<file path="src/rtl/lcd_rgb_rx.sv">
// RGB565 LCD bus receiver: recovers pixel coordinates, frame/line markers and active geometry.
// Define LCD_RX_MEAS_EN for measured resolution, geometry consistency checking, lock and frame_err.
module lcd_rgb_rx #(
    parameter bit SYNC_POL = 1'b0,
    parameter int H_DISP   = 480,
    parameter int V_DISP   = 272
) (
    input  logic        clk,
    input  logic        rst_n,
    input  logic        lcd_hs,
    input  logic        lcd_vs,
    input  logic        lcd_de,
    input  logic [15:0] lcd_rgb,
    output logic [15:0] pixel_data,
    output logic        pixel_valid,
    output logic [10:0] pixel_xpos,
    output logic [10:0] pixel_ypos,
    output logic        frame_start,
    output logic        line_end,
    output logic [10:0] h_active,
    output logic [10:0] v_active,
    output logic        rx_locked,
    output logic        frame_err
);
    localparam logic [10:0] XY_MAX = 11'd2047;

    typedef enum logic [1:0] {IDLE, VBLANK, LINE, HBLANK} state_t;

    state_t      state_q;
    state_t      eff_state;
    logic        vs_act_q, vs_act_prev_q, de_s1_q, de_prev_q;
    logic [15:0] rgb_s1_q;
    logic [10:0] x_q, y_q, x_inc;
    logic [15:0] data_q;
    logic        valid_q, fs_q, le_q;
    logic [10:0] xpos_q, ypos_q;
    logic [10:0] h_q, v_q;
    logic        locked_q;
    logic        vs_edge, de_rise;
    logic        unused_hs;

    // Line timing comes from DE alone; HS is accepted but carries no extra information.
    assign unused_hs = lcd_hs;

    assign vs_edge   = vs_act_q & ~vs_act_prev_q;
    assign de_rise   = de_s1_q & ~de_prev_q;
    // A VS edge closes the frame first, so the DE logic sees VBLANK on that same cycle.
    assign eff_state = vs_edge ? VBLANK : state_q;
    assign x_inc     = (x_q == XY_MAX) ? XY_MAX : x_q + 11'd1;

    always_ff @(posedge clk or negedge rst_n) begin
        if (!rst_n) begin
            vs_act_q      <= 1'b0;
            vs_act_prev_q <= 1'b0;
            de_s1_q       <= 1'b0;
            de_prev_q     <= 1'b0;
            rgb_s1_q      <= '0;
            state_q       <= IDLE;
            x_q           <= '0;
            y_q           <= '0;
            data_q        <= '0;
            valid_q       <= 1'b0;
            xpos_q        <= '0;
            ypos_q        <= '0;
            fs_q          <= 1'b0;
            le_q          <= 1'b0;
        end else begin
            vs_act_q      <= (lcd_vs == SYNC_POL);
            vs_act_prev_q <= vs_act_q;
            de_s1_q       <= lcd_de;
            de_prev_q     <= de_s1_q;
            rgb_s1_q      <= lcd_rgb;
            data_q        <= rgb_s1_q;
            valid_q       <= 1'b0;
            fs_q          <= 1'b0;
            le_q          <= 1'b0;
            if (vs_edge) begin
                state_q <= VBLANK;
                x_q     <= '0;
                y_q     <= '0;
            end
            // line_end looks one sample ahead at the raw DE so it lands on the last pixel.
            case (eff_state)
                VBLANK, HBLANK: begin
                    if (de_rise) begin
                        state_q <= LINE;
                        x_q     <= '0;
                        valid_q <= 1'b1;
                        xpos_q  <= '0;
                        ypos_q  <= (eff_state == VBLANK) ? 11'd0 : y_q;
                        fs_q    <= (eff_state == VBLANK);
                        le_q    <= ~lcd_de;
                    end
                end
                LINE: begin
                    if (de_s1_q) begin
                        x_q     <= x_inc;
                        valid_q <= 1'b1;
                        xpos_q  <= x_inc;
                        ypos_q  <= y_q;
                        le_q    <= ~lcd_de;
                    end else begin
                        state_q <= HBLANK;
                        y_q     <= (y_q == XY_MAX) ? XY_MAX : y_q + 11'd1;
                    end
                end
                default: ;
            endcase
        end
    end

`ifdef LCD_RX_MEAS_EN
    logic [11:0] line_len, first_len_q;
    logic        line_done, x_sat, frame_good;
    logic        bad_q, have_prev_q, err_q;

    assign line_done  = (eff_state == LINE) && !de_s1_q;
    assign x_sat      = (eff_state == LINE) && de_s1_q && (x_q == XY_MAX);
    assign line_len   = {1'b0, x_q} + 12'd1;
    assign frame_good = !bad_q && (y_q != 11'd0) && (state_q != LINE) && !first_len_q[11];

    // h_q/v_q double as the dimensions of the previous good frame.
    always_ff @(posedge clk or negedge rst_n) begin
        if (!rst_n) begin
            first_len_q <= '0;
            bad_q       <= 1'b0;
            have_prev_q <= 1'b0;
            err_q       <= 1'b0;
            h_q         <= '0;
            v_q         <= '0;
            locked_q    <= 1'b0;
        end else begin
            err_q <= 1'b0;
            if (vs_edge) begin
                bad_q <= 1'b0;
                if (state_q != IDLE) begin
                    if (frame_good) begin
                        h_q         <= first_len_q[10:0];
                        v_q         <= y_q;
                        have_prev_q <= 1'b1;
                        if (have_prev_q && (first_len_q[10:0] == h_q) && (y_q == v_q)) begin
                            locked_q <= 1'b1;
                        end else begin
                            locked_q <= 1'b0;
                            err_q    <= locked_q;
                        end
                    end else begin
                        locked_q    <= 1'b0;
                        err_q       <= 1'b1;
                        have_prev_q <= 1'b0;
                    end
                end
            end else begin
                if (line_done) begin
                    if (y_q == 11'd0) begin
                        first_len_q <= line_len;
                    end else if (line_len != first_len_q) begin
                        bad_q <= 1'b1;
                    end
                    if (y_q == XY_MAX) begin
                        bad_q <= 1'b1;
                    end
                end
                if (x_sat) begin
                    bad_q <= 1'b1;
                end
            end
        end
    end

    assign frame_err = err_q;
`else
    always_ff @(posedge clk or negedge rst_n) begin
        if (!rst_n) begin
            h_q      <= '0;
            v_q      <= '0;
            locked_q <= 1'b0;
        end else begin
            h_q <= 11'(H_DISP);
            v_q <= 11'(V_DISP);
            if (de_rise && (eff_state == VBLANK)) begin
                locked_q <= 1'b1;
            end
        end
    end

    assign frame_err = 1'b0;
`endif

    assign pixel_data  = data_q;
    assign pixel_valid = valid_q;
    assign pixel_xpos  = xpos_q;
    assign pixel_ypos  = ypos_q;
    assign frame_start = fs_q;
    assign line_end    = le_q;
    assign h_active    = h_q;
    assign v_active    = v_q;
    assign rx_locked   = locked_q;
endmodule

</file>
<file path="config.mk">
export PLATFORM = sky130hd
export DESIGN_NAME = lcd_rgb_rx
export DESIGN_NICKNAME = d
export VERILOG_FILES = /design/src/rtl/lcd_rgb_rx.sv
export SDC_FILE = /design/constraint.sdc
export NUM_CORES = 1
export LEC_CHECK = 0
export CORE_MARGIN = 10
export CORE_UTILIZATION = 55
export CTS_BUF_LIST = sky130_fd_sc_hd__clkbuf_4
export DETAILED_ROUTE_END_ITERATION = 6
export GPL_TIMING_DRIVEN = 0
export PLACE_DENSITY = 0.87
export SYNTH_ARGS = -nofsm -noshare
export SYNTH_HDL_FRONTEND = slang
export SYNTH_SLANG_ARGS = --single-unit
</file>
<file path="constraint.sdc">
create_clock -name clk -period 2.8 [get_ports clk]
set_clock_uncertainty 0.2 [all_clocks]
set_input_delay 0.7 -clock clk [delete_from_list [all_inputs] [get_ports clk]]
set_output_delay 0.7 -clock clk [all_outputs]
set_load 0.01 [all_outputs]
</file>
==> qor.yml <==
timing:
  holdWs_ps: 164.5
  fin_setup_tns_ps: 0
  slew_headroom_pct: 61.22
  slew_viol_final: 0
  setup_ws_ps: 350.6
  fmax_mhz: 408.3
  post-route-min-period_ps: 2449
  finalSetupViolCount: 0
  hold_violations: 0
  finalCritPeriodShare_pct: 87.48
  rsz0062_at_grt: "false"
  tightestPinTransition_ps: 581.7
clock_network:
  clkSinkCount: 87
  cts.htree.levels: 3
  clkTransAtPathRegs_ps: 140
  root_buffer: "clkbuf_4"
  cts_buffers: 9
  cts_tree: "built"
  post_cts_buffers: 0
  clkLatencyLatePin_ps: 440
  cts_buffer_depth: 2
floorplan:
  dieHeight_um: 100.6
  initial_core_util_pct: 56.58
  dieArea_mm2: 0.01012
  io_pins: 86
  die_x_um: 100.6
  rows: 29
  fp.coreArea_mm2: 0.006314
outcome:
  status: "finished clean"
power_and_ir_drop:
  peakVddDrop_v: 0.0004050
  p_per_area_mw_per_mm2: 531.2
  p_leak_nw: 2.138
finish:
  final_cells: 490
  area_growth_pct: 28.48
  final_nets: 431
  drive_gt1_share_pct: 15.74
  diodes: 0
  final_core_util_pct: 72.69
placement:
  hpwlAfterDp_um: 6001
  pre_cts_slack_ps: 813.1
  portBuffers: 67
  gp_congestion: 0.9236
  place_inst: 473
synth:
  post_synth_num_cell_types: 49
  syn_area_per_cell_um2: 11.45
  netlist_area_mm2: 0.003572
  synth.most_common_cell: "dfrtp_1"
  synth_edf_count: 0
  ys_ff_latch: 87
  yosys_most_used_dff: "dfrtp_1"
  yosys_warnings: 0
  synth_common_cells: "dfrtp_1 (87), buf_4 (26), nand2_1 (23)"
  synthCells: 312
  ys_top_cells_by_area: "dfrtp_1 (61%), buf_4 (5.5%), nand2_1 (2.4%)"
  async_flop_share_pct: 100.0
  yosys.area.top_type_share_pct: 60.95
  yosysTopAreaCell: "dfrtp_1"
  ys_seq_area_share_pct: 60.95
critical_path:
  cp_slowest_stage_delay_ps: 530
  worstSetupPathType: "register to output pin"
  cp.required_ps: 1900
  arrival_ps: 1550
  crit_path_cell_trace: "buf_4 > clkdlybuf4s50_1"
  path_buf_inv: 2
  critPathSlowestCell: "clkdlybuf4s50_1"
  cp-start-kind: "register"
  crit_family: "buffers and inverters"
  worstSetupEndpointType: "output pin"
  worstPathMaxFanout: 6
drt:
  routedLengthMet1_um: 3085
  via_per_inst: 5.427
  vias: 2659
  avgRoutedWirePerCell_um: 16.65
  wl_met2_um: 4362
  ant_nets: 0
  detail_route.first_pass.iterations: 4
  drt_iter0_drc: 138
  drc_errors: 0
  totalWireLength_um: 8157
  dr_wl_met3_um: 637
  highest_layer: "met4"
grt:
  grt_pass1_wl_um: 13640
  grt_max_degree: 49
  overflow: 0
  grt_pass1_vias: 2706
  grt_usage_pct: 16.84
  antenna_found_initial: 0
min_path:
  hold_path_class: "register to register"
job:
  maxCapViolations: 0
[sequential cells by signal, summed over array words and instances, names as in the netlist]
signal,count
pixel_data,16
rgb_s1_q,16
pixel_xpos,11
pixel_ypos,11
x_q,11
y_q,11
state_q,2
de_prev_q,1
de_s1_q,1
frame_start,1
h_active,1
line_end,1
pixel_valid,1
rx_locked,1
vs_act_prev_q,1
vs_act_q,1
[per-stage QoR]
stage	instance area, µm²	power (mW)
2_1_floorplan	3632	1.529
3_3_place_gp	4399	1.681
3_5_place_dp	4424	1.702
4_1_cts	4589	2.461
5_1_grt	4589	2.552
6_report	4589	2.438
[layer usage]
metal	vias to the layer above	track usage, %
met5	-	0
met4	0	4.674
met3	6	6.447
met2	94	28.70
met1	1308	19.19
li1	1251	-
[worst register-to-register path, delay by kind of cell (launching register included)]
family                   cells  cell delay (ps)
AO/OA/AOI/OAI                1              170
adder cells (fa/ha/maj)      1              330
flip-flops                   1              460
AND/OR/NAND/NOR              3              840
[area by class of cell]
| class | count | area (µm²) |
|---|---|---|
| well taps | 77 | 96.34 |
| fillers | 442 | 1724 |
| clock buffers | 9 | 67.56 |
| repair buffers | 69 | 705.7 |
| clock inverters | 7 | 87.58 |
| inverters | 8 | 30.03 |
| plain buffers | 36 | 241.5 |
| flip-flops and latches | 87 | 2177 |
| multi-input cells | 197 | 1184 |
[final timing paths]
path	from	to	slack (ps)	cells after the start
worst min register to register	rgb_s1_q[4]$_DFF_PN0_	pixel_data[4]$_DFF_PN0_	160	0
worst max-delay path	h_active[5]$_DFF_PN0_	h_active[6]	350	2
worst min-delay path	rgb_s1_q[4]$_DFF_PN0_	pixel_data[4]$_DFF_PN0_	160	0
worst max register to register	x_q[0]$_DFF_PN0_	pixel_xpos[5]$_DFFE_PN0P_	760	5
min in group asynchronous	rst_n	rgb_s1_q[0]$_DFF_PN0_	550	2
max in group asynchronous	rst_n	pixel_xpos[7]$_DFFE_PN0P_	1240	3
[cells by family after synthesis]
| logic type | synth area share [%] |
|---|---|
| other | 0.2102 |
| xor gates and xnor gates | 0.7357 |
| DFF | 60.95 |
| adders and majority gates | 0.7004 |
| AOI/OAI and AO/OA | 12.96 |
| buffers and inverters | 7.601 |
| and+or+nand+nor | 16.85 |
[what timing repair did]
item / in CTS / in global routing
hold buffers: 1 / 0
hold endpoints to repair: 4 / 0
gates resized for setup: 0 / 0
[report_power, final]
group | total [mW] | switching, mW | internal, mW
combinational | 0.320 | 0.168 | 0.153
clock | 0.760 | 0.468 | 0.292
sequential | 1.36 | 0.0423 | 1.32
[cell usage in the layout, fill, tap and decap left out, drive strengths merged, types with 13 or more instances in the layout]
cell / n
clkdlybuf4s50: 66
nor2: 15
o21ai: 27
nand2: 23
nand3: 18
a21oi: 13
buf: 35
nor3: 14
conb: 18
dfrtp: 87
No activity file was read; power rests on OpenSTA's default activity.
